$ cat config.mk
export PLATFORM = sky130hd
export DESIGN_NAME = alu_ctrl_muldiv
export DESIGN_NICKNAME = d
export VERILOG_FILES = /design/src/rtl/mips_alu_pkg.sv /design/src/rtl/muldiv_seq.sv /design/src/rtl/alu_ctrl_muldiv.sv
export SDC_FILE = /design/constraint.sdc
export NUM_CORES = 1
export LEC_CHECK = 0
export ABC_AREA = 1
export BUFFER_PORTS_ARGS = -buffer_cell sky130_fd_sc_hd__buf_2
export CORE_UTILIZATION = 45
export DETAILED_ROUTE_END_ITERATION = 16
export SYNTH_ARGS = -nofsm -noshare
export SYNTH_HDL_FRONTEND = slang
export SYNTH_SLANG_ARGS = --single-unit
$ cat constraint.sdc
create_clock -name clk -period 2.6 [get_ports clk]
set_clock_uncertainty 0.1 [all_clocks]
set_input_delay 0.26 -clock clk [delete_from_list [all_inputs] [get_ports clk]]
set_output_delay 0.26 -clock clk [all_outputs]
set_load 0.03 [all_outputs]
$ cat src/rtl/mips_alu_pkg.sv
// rtl/mips_alu_pkg.sv - ALU decode encodings and mul/div sequencer state type
package mips_alu_pkg;

  localparam logic [1:0] ALUOP_ADD   = 2'b00;
  localparam logic [1:0] ALUOP_SUB   = 2'b01;
  localparam logic [1:0] ALUOP_RTYPE = 2'b10;
  localparam logic [1:0] ALUOP_OR    = 2'b11;

  localparam logic [5:0] FUNCT_SLL   = 6'b000000;
  localparam logic [5:0] FUNCT_SRL   = 6'b000010;
  localparam logic [5:0] FUNCT_SRA   = 6'b000011;
  localparam logic [5:0] FUNCT_MFHI  = 6'b010000;
  localparam logic [5:0] FUNCT_MTHI  = 6'b010001;
  localparam logic [5:0] FUNCT_MFLO  = 6'b010010;
  localparam logic [5:0] FUNCT_MTLO  = 6'b010011;
  localparam logic [5:0] FUNCT_MULT  = 6'b011000;
  localparam logic [5:0] FUNCT_MULTU = 6'b011001;
  localparam logic [5:0] FUNCT_DIV   = 6'b011010;
  localparam logic [5:0] FUNCT_DIVU  = 6'b011011;
  localparam logic [5:0] FUNCT_ADD   = 6'b100000;
  localparam logic [5:0] FUNCT_ADDU  = 6'b100001;
  localparam logic [5:0] FUNCT_SUB   = 6'b100010;
  localparam logic [5:0] FUNCT_SUBU  = 6'b100011;
  localparam logic [5:0] FUNCT_AND   = 6'b100100;
  localparam logic [5:0] FUNCT_OR    = 6'b100101;
  localparam logic [5:0] FUNCT_XOR   = 6'b100110;
  localparam logic [5:0] FUNCT_NOR   = 6'b100111;
  localparam logic [5:0] FUNCT_SLT   = 6'b101010;
  localparam logic [5:0] FUNCT_SLTU  = 6'b101011;

  localparam logic [3:0] CTRL_AND  = 4'b0000;
  localparam logic [3:0] CTRL_OR   = 4'b0001;
  localparam logic [3:0] CTRL_ADD  = 4'b0010;
  localparam logic [3:0] CTRL_XOR  = 4'b0011;
  localparam logic [3:0] CTRL_NOR  = 4'b0100;
  localparam logic [3:0] CTRL_SUB  = 4'b0110;
  localparam logic [3:0] CTRL_SLT  = 4'b0111;
  localparam logic [3:0] CTRL_SLL  = 4'b1000;
  localparam logic [3:0] CTRL_SRL  = 4'b1001;
  localparam logic [3:0] CTRL_SRA  = 4'b1010;
  localparam logic [3:0] CTRL_SLTU = 4'b1011;

  typedef enum logic [1:0] {IDLE, RUN, FIX} md_state_t;

endpackage

$ cat src/rtl/muldiv_seq.sv
// rtl/muldiv_seq.sv - iterative 1-bit/cycle multiply/divide sequencer owning HI/LO
module muldiv_seq
  import mips_alu_pkg::*;
#(
  parameter int WIDTH = 32
) (
  input  logic             clk,
  input  logic             reset,
  input  logic             i_start,
  input  logic [1:0]       i_op,
  input  logic [WIDTH-1:0] i_rs,
  input  logic [WIDTH-1:0] i_rt,
  input  logic             i_mt_hi,
  input  logic             i_mt_lo,
  output logic             o_busy,
  output logic             o_done,
  output logic [WIDTH-1:0] o_hi,
  output logic [WIDTH-1:0] o_lo
);

  localparam int CNT_W = $clog2(WIDTH) + 1;

  md_state_t          r_state, w_next;
  logic [CNT_W-1:0]   r_cnt;
  logic [WIDTH-1:0]   r_a, r_q, r_m, r_hi, r_lo;
  logic               r_is_div, r_neg_q, r_neg_r, r_done;

  // i_op[0] selects the unsigned form, i_op[1] selects divide
  logic               w_signed, w_rs_neg, w_rt_neg;
  logic [WIDTH-1:0]   w_rs_mag, w_rt_mag, w_diff;
  logic [WIDTH:0]     w_sum, w_shift;
  logic               w_ge;
  logic [2*WIDTH-1:0] w_prod, w_prod_fix;

  assign w_signed   = ~i_op[0];
  assign w_rs_neg   = w_signed & i_rs[WIDTH-1];
  assign w_rt_neg   = w_signed & i_rt[WIDTH-1];
  assign w_rs_mag   = w_rs_neg ? -i_rs : i_rs;
  assign w_rt_mag   = w_rt_neg ? -i_rt : i_rt;

  // Multiply step: conditionally add multiplicand into the upper half, then shift {A,Q} right
  assign w_sum      = {1'b0, r_a} + (r_q[0] ? {1'b0, r_m} : '0);
  // Divide step: shift {R,Q} left, subtract divisor when it fits (restoring)
  assign w_shift    = {r_a, r_q[WIDTH-1]};
  assign w_ge       = (w_shift >= {1'b0, r_m});
  assign w_diff     = w_shift[WIDTH-1:0] - r_m;
  assign w_prod     = {r_a, r_q};
  assign w_prod_fix = r_neg_q ? -w_prod : w_prod;

  // State register
  always_ff @(posedge clk) begin
    if (reset) r_state <= IDLE;
    else       r_state <= w_next;
  end

  // Next state: WIDTH iterations in RUN, then one FIX cycle for sign correction
  always_comb begin
    w_next = r_state;
    case (r_state)
      IDLE:    if (i_start) w_next = RUN;
      RUN:     if (r_cnt == CNT_W'(WIDTH - 1)) w_next = FIX;
      FIX:     w_next = IDLE;
      default: w_next = IDLE;
    endcase
  end

  // Datapath: operand capture, iteration, sign fix and HI/LO writes
  always_ff @(posedge clk) begin
    if (reset) begin
      r_cnt    <= '0;
      r_a      <= '0;
      r_q      <= '0;
      r_m      <= '0;
      r_is_div <= 1'b0;
      r_neg_q  <= 1'b0;
      r_neg_r  <= 1'b0;
      r_hi     <= '0;
      r_lo     <= '0;
      r_done   <= 1'b0;
    end else begin
      r_done <= 1'b0;
      case (r_state)
        IDLE: begin
          if (i_start) begin
            r_cnt    <= '0;
            r_a      <= '0;
            r_is_div <= i_op[1];
            // Divide by zero leaves the all-ones quotient uncorrected
            r_neg_q  <= (w_rs_neg ^ w_rt_neg) & ~(i_op[1] & (i_rt == '0));
            r_neg_r  <= w_rs_neg;
            r_q      <= i_op[1] ? w_rs_mag : w_rt_mag;
            r_m      <= i_op[1] ? w_rt_mag : w_rs_mag;
          end else begin
            if (i_mt_hi) r_hi <= i_rs;
            if (i_mt_lo) r_lo <= i_rs;
          end
        end
        RUN: begin
          r_cnt <= r_cnt + 1'b1;
          if (r_is_div) begin
            r_a <= w_ge ? w_diff : w_shift[WIDTH-1:0];
            r_q <= {r_q[WIDTH-2:0], w_ge};
          end else begin
            r_a <= w_sum[WIDTH:1];
            r_q <= {w_sum[0], r_q[WIDTH-1:1]};
          end
        end
        FIX: begin
          r_done <= 1'b1;
          if (r_is_div) begin
            r_lo <= r_neg_q ? -r_q : r_q;
            r_hi <= r_neg_r ? -r_a : r_a;
          end else begin
            {r_hi, r_lo} <= w_prod_fix;
          end
        end
        default: ;
      endcase
    end
  end

  assign o_busy = (r_state != IDLE);
  assign o_done = r_done;
  assign o_hi   = r_hi;
  assign o_lo   = r_lo;

endmodule

$ cat src/rtl/alu_ctrl_muldiv.sv
// rtl/alu_ctrl_muldiv.sv - registered ALU control decode with HI/LO and mul/div sequencer
module alu_ctrl_muldiv
  import mips_alu_pkg::*;
#(
  parameter int WIDTH     = 32,
  parameter int MD_ENABLE = 1
) (
  input  logic             clk,
  input  logic             reset,
  input  logic             in_valid,
  input  logic [1:0]       alu_op,
  input  logic [5:0]       funct,
  input  logic [WIDTH-1:0] rs_val,
  input  logic [WIDTH-1:0] rt_val,
  output logic [3:0]       alu_control,
  output logic             illegal,
  output logic [WIDTH-1:0] mf_result,
  output logic             md_busy,
  output logic             md_done,
  output logic             stall
);

  logic [3:0]       r_alu_control;
  logic             r_illegal;
  logic [WIDTH-1:0] r_mf_result;

  logic [3:0]       w_ctrl;
  logic             w_illegal, w_is_md, w_is_mf, w_is_mt, w_hilo, w_accept;
  logic             w_md_busy, w_md_done;
  logic [WIDTH-1:0] w_hi, w_lo;

  // Decode table; HI/LO-class and illegal functs both fall back to ADD
  always_comb begin
    w_ctrl    = CTRL_ADD;
    w_illegal = 1'b0;
    w_is_md   = 1'b0;
    w_is_mf   = 1'b0;
    w_is_mt   = 1'b0;
    case (alu_op)
      ALUOP_ADD: w_ctrl = CTRL_ADD;
      ALUOP_SUB: w_ctrl = CTRL_SUB;
      ALUOP_OR:  w_ctrl = CTRL_OR;
      default: begin
        case (funct)
          FUNCT_ADD, FUNCT_ADDU: w_ctrl = CTRL_ADD;
          FUNCT_SUB, FUNCT_SUBU: w_ctrl = CTRL_SUB;
          FUNCT_AND:  w_ctrl = CTRL_AND;
          FUNCT_OR:   w_ctrl = CTRL_OR;
          FUNCT_XOR:  w_ctrl = CTRL_XOR;
          FUNCT_NOR:  w_ctrl = CTRL_NOR;
          FUNCT_SLT:  w_ctrl = CTRL_SLT;
          FUNCT_SLTU: w_ctrl = CTRL_SLTU;
          FUNCT_SLL:  w_ctrl = CTRL_SLL;
          FUNCT_SRL:  w_ctrl = CTRL_SRL;
          FUNCT_SRA:  w_ctrl = CTRL_SRA;
          FUNCT_MULT, FUNCT_MULTU, FUNCT_DIV, FUNCT_DIVU: begin
            w_is_md   = (MD_ENABLE != 0);
            w_illegal = (MD_ENABLE == 0);
          end
          FUNCT_MFHI, FUNCT_MFLO: begin
            w_is_mf   = (MD_ENABLE != 0);
            w_illegal = (MD_ENABLE == 0);
          end
          FUNCT_MTHI, FUNCT_MTLO: begin
            w_is_mt   = (MD_ENABLE != 0);
            w_illegal = (MD_ENABLE == 0);
          end
          default: w_illegal = 1'b1;
        endcase
      end
    endcase
  end

  assign w_hilo   = w_is_md | w_is_mf | w_is_mt;
  assign stall    = in_valid & w_hilo & w_md_busy;
  assign w_accept = in_valid & ~stall;

  // Decode and mf_result registers update only on accepted instructions
  always_ff @(posedge clk) begin
    if (reset) begin
      r_alu_control <= CTRL_ADD;
      r_illegal     <= 1'b0;
      r_mf_result   <= '0;
    end else if (w_accept) begin
      r_alu_control <= w_ctrl;
      r_illegal     <= w_illegal;
      if (w_is_mf) r_mf_result <= funct[1] ? w_lo : w_hi;
    end
  end

  generate
    if (MD_ENABLE != 0) begin : g_md
      muldiv_seq #(.WIDTH(WIDTH)) u_seq (
        .clk     (clk),
        .reset   (reset),
        .i_start (w_accept & w_is_md),
        .i_op    (funct[1:0]),
        .i_rs    (rs_val),
        .i_rt    (rt_val),
        .i_mt_hi (w_accept & w_is_mt & ~funct[1]),
        .i_mt_lo (w_accept & w_is_mt & funct[1]),
        .o_busy  (w_md_busy),
        .o_done  (w_md_done),
        .o_hi    (w_hi),
        .o_lo    (w_lo)
      );
    end else begin : g_no_md
      assign w_md_busy = 1'b0;
      assign w_md_done = 1'b0;
      assign w_hi      = '0;
      assign w_lo      = '0;
    end
  endgenerate

  assign alu_control = r_alu_control;
  assign illegal     = r_illegal;
  assign mf_result   = r_mf_result;
  assign md_busy     = w_md_busy;
  assign md_done     = w_md_done;

endmodule

==> impl_summary.md <==
Outcome
The run finished, with violations left. The final reports fail on negative setup slack.

Finish
The area overhead of the layout relative to synthesis is 32.29%. The total non-filler cell area in the finished layout is approximately 26000 um2. The proportion of layout cells with a drive suffix above 1 is 0.2353.

The core utilization of the finished layout is 0.6090. The post-layout net count is 3991.

Job
Across the run, the number of max-cap violations was 0.

Setup path
At the worst endpoint, the arrival time is about 3.0 ns. The maximum cell stage delay along the critical path is approximately 0.39 ns. The worst setup path is captured at a register. Traced cell by cell, the critical path runs through buf_12, buf_16, nand2_4, inv_2, ha_4, nand2_1, buf_4, nor2_4, nand2_1, nand4_1, nand2_1, inv_1, o21ai_2, nand2_1, nand3b_1, a21oi_2. Among the stages of the critical path, the cell type that occurs most often is nand2_1. STA puts the critical path data required time at between 2 and 3 ns.

The critical path in this run is classified as reg -> reg. The worst setup path is launched from a register. The slowest stage of the critical path is the dfxtp_4 cell. The highest fanout seen on the critical path is 7.

Route
In the routed design, unresolved DRC markers number 0. The pre-antenna-repair detailed-routing pass consisted of 7 iterations. In the final routed layout, each cell accounts on average for approximately 23 um.

The number of violations reported at the end of detailed-routing iteration 0 is a little under 4000. Summing over every cut layer, the via total after detailed routing is ~26000. The average via count per standard cell is ~5.9. The final routed wirelength across all metal layers is roughly 100 mm. In this run the remaining antenna-violating nets after routing total 0.

Worst hold path
The worst hold path belongs to the class in -> reg.

Place
The total half-perimeter wirelength after legalization and detailed placement is ~78 mm. The placer's final routability congestion estimate is ~1.1. Once placement finished, the instance area stood at 23010 um2.

At the placement stage, the worst setup path has a slack of -0.4252 ns. The number of I/O port buffers is around 110.

Yosys
The portion of the post-synthesis area used by sequential elements is 0.2147. Sorting the synthesized cells by area gives the leading types as dfxtp_1, nand2_1, inv_1, nand3_1, o21ai_0. Of all cell types, the one taking the most synthesized area is dfxtp_1. nand2_1 is the most common cell in the netlist. The count of mapped cells out of synthesis is 3460. The simple-gate share of the synthesized area is 0.3906. The commonest cells after synthesis are nand2_1, inv_1, nor2_1. Of the total synthesized cell area, the portion taken by full adders, half adders and majority gates is 0.04637. The number of nets handed over by synthesis was approximately 3600.

Yosys mapped the design onto slightly below 50 distinct sky130hd cell types. Of the total synthesized cell area, the portion taken by XOR and XNOR cells is 0.03192. The compound-cell area share of the yosys netlist is 0.1909.

After synthesis, the largest family of logic cells by area is simple AND/OR/NAND/NOR gates. Averaged over all synthesized cells, the footprint is between 5 and 6 um2. The fraction of registers with async set or reset after synthesis is 0. The share of synthesized area in the top cell type comes to 0.2147. The post-synthesis register bit count is 209. During synthesis, Yosys emitted a total of 0 warnings. The post-synthesis instance area is ~19000 um2.

Counting flops with a built-in enable in the synthesized netlist gives 0. The most used flip-flop cell after synthesis is dfxtp_1. Of the post-synthesis cell area, the part taken by muxes is 0.

GRT
The global-route congestion overflow total is 0. The via count of the first global-routing pass is around 24000. Across every metal layer, demand over resource in global routing totals 0.4318. The number of antenna violations at the first check in global routing is 1.

Entering global routing, the biggest net connects between 90 and 100 pins. The global-route wire length before repair is ~140 mm.

CTS
The TritonCTS clock tree is built. The number of H-tree levels is 1. Clock-pin slew was measured on the worst setup and hold paths at 0.06 ns. Counting along the longest clock path gives a buffer depth of 3. The cell sitting at the root of the clock tree is a clkbuf_16. The worst-skew pair later-pin latency is about 0.58 ns. Buffers inserted during clock tree synthesis total 26. The CTS sink count is between 200 and 250.

Power
The analysis attributes to cell leakage a power of between 0.01 and 0.015 uW. For this design the ratio of total power to cell area is around 320 nW/um2. The peak supply drop is 483.8 uV.

STA
The final clock period utilization by the worst path is 1.026. Setup repair after global routing could not meet its margin everywhere. The number of max-slew violations in the final report is 0.

The transition time at the pin with the least slew margin is between 0.8 and 0.9 ns. Setup violations remaining at the end of the flow were counted as 1. The highest achievable clock rate is about 0.37 GHz. Setup total negative slack on the finished layout was measured at -0.06733 ns.

The final worst slack is -0.06733 ns. The minimum clock period after layout is around 2.7 ns. The final count of hold timing violations is 0. In this run the tightest slew margin relative to its limit is 0.4118.

Floorplan
The die covers between 40000 and 50000 um2. The number of primary I/O pins is approximately 120. The initial utilization of the core area, before any placement, comes to 0.4604. The placeable core area is 42320 um2. The die is roughly 210 um wide. The die extent in y is around 210 um.

The number of rows in the core area is 75.
-- final timing paths --
check	start	end	slack, ns	depth (start not counted)
hold / removal	alu_op[1]	alu_control[1]$_SDFFE_PP1N_	0.02	4
setup / recovery	g_md.u_seq.r_q[0]$_SDFFE_PP0P_	g_md.u_seq.r_a[9]$_SDFFE_PP0P_	-0.07	16
hold reg to reg	alu_control[3]$_SDFFE_PP0N_	alu_control[3]$_SDFFE_PP0N_	0.37	2
setup reg to reg	g_md.u_seq.r_q[0]$_SDFFE_PP0P_	g_md.u_seq.r_a[9]$_SDFFE_PP0P_	-0.07	16
-- cell usage in the layout (no fill, tap or decap), types with 11 or more instances in the layout --
master           n
a21oi_1        211
a21oi_2         43
a31oi_1         64
buf_12          17
buf_2          114
buf_4          350
clkbuf_16       28
dfxtp_1        196
dfxtp_2         12
dlygate4sd3_1   11
ha_1            24
ha_4            42
inv_1          439
inv_2           38
nand2_1        865
nand2_2         80
nand2_4         16
nand3_1        298
nand3_2         34
nand3b_1        22
nand4_1         51
nor2_1         309
nor2_2          30
nor2_4          15
nor3_1          29
o211ai_1        30
o21ai_0        267
o21ai_1         18
o21bai_1        11
or2_2           18
xnor2_1         22
xor2_1          45
-- flip-flops by register name, indices dropped and copies added, names as in the netlist, 4 cells and up --
name              cells
g_md.u_seq.r_a       32
g_md.u_seq.r_m       32
alu_control           4
g_md.u_seq.r_cnt      6
g_md.u_seq.r_q       32
mf_result            32
g_md.u_seq.o_lo      32
g_md.u_seq.o_hi      32
-- layer usage --
metal | track usage | vias to the layer above | share of wire
met5 | 0 | - | 0
met4 | 0.1817 | 0 | 0.053
met3 | 0.1126 | 287 | 0.14
met2 | 0.6354 | 1817 | 0.41
met1 | 0.5924 | 12040 | 0.39
li1 | - | 12040 | -
-- power by group --
group / leakage (uW) / internal [uW] / total (uW) / switching (uW)
registers: 0.00169 / 3220 / 3240 / 17.4
clock network: 0.000403 / 2110 / 3680 / 1570
logic: 0.0107 / 458 / 1430 / 974
total: 0.0128 / 5790 / 8360 / 2560
-- critical path, delay by kind of cell (launching register included) --
family	cells	cell delay [ns]
flip-flops	1	0.39
buffers and inverters	5	0.53
AND/OR/NAND/NOR	8	0.96
adder cells (fa/ha/maj)	1	0.25
AO/OA/AOI/OAI	2	0.35
-- through the flow --
stage | hold slack (ns) | instances | power (uW)
floorplan | 0.3173 | 3460 | 4025
global placement | 0.3578 | 4363 | 4610
detailed placement | 0.3659 | 4363 | 4621
CTS | 0.007146 | 4418 | 8231
global route | 0.02059 | 4436 | 8527
finish | 0.01622 | 4437 | 8357
-- kinds of logic (layout without fill, tap and decap cells) --
family	after synthesis	in the layout
AOI/OAI and AO/OA	685	685
xor gates and xnor gates	71	71
adders and majority gates	71	71
buffers and inverters	626	1025
DFF	209	209
other	0	1
and+or+nand+nor	1798	1798
-- timing repair --
item / 4_1_cts / 5_1_grt
cloned: 1 / 2
endpoints found under the setup margin: 29 / 48
pin swaps: 11 / 76
gates resized for setup: 73 / 328
buffers inserted: 1 / 16
hold buffers: 11 / 0
endpoints found under the hold margin: 15 / 0
-- final cells by class --
cell class                      instances  area, um2
Clock buffer                           33      706.9
Inverter                              485       1839
Multi-Input combinational cell       2625      14420
Timing Repair Buffer                  498       3760
Tap cell                              577      721.9
Antenna cell                            1      2.502
Fill cell                            4216      16550
Sequential cell                       209       4203
Clock inverter                          9      120.1
Note: power is estimated with default switching activity, not from simulation.
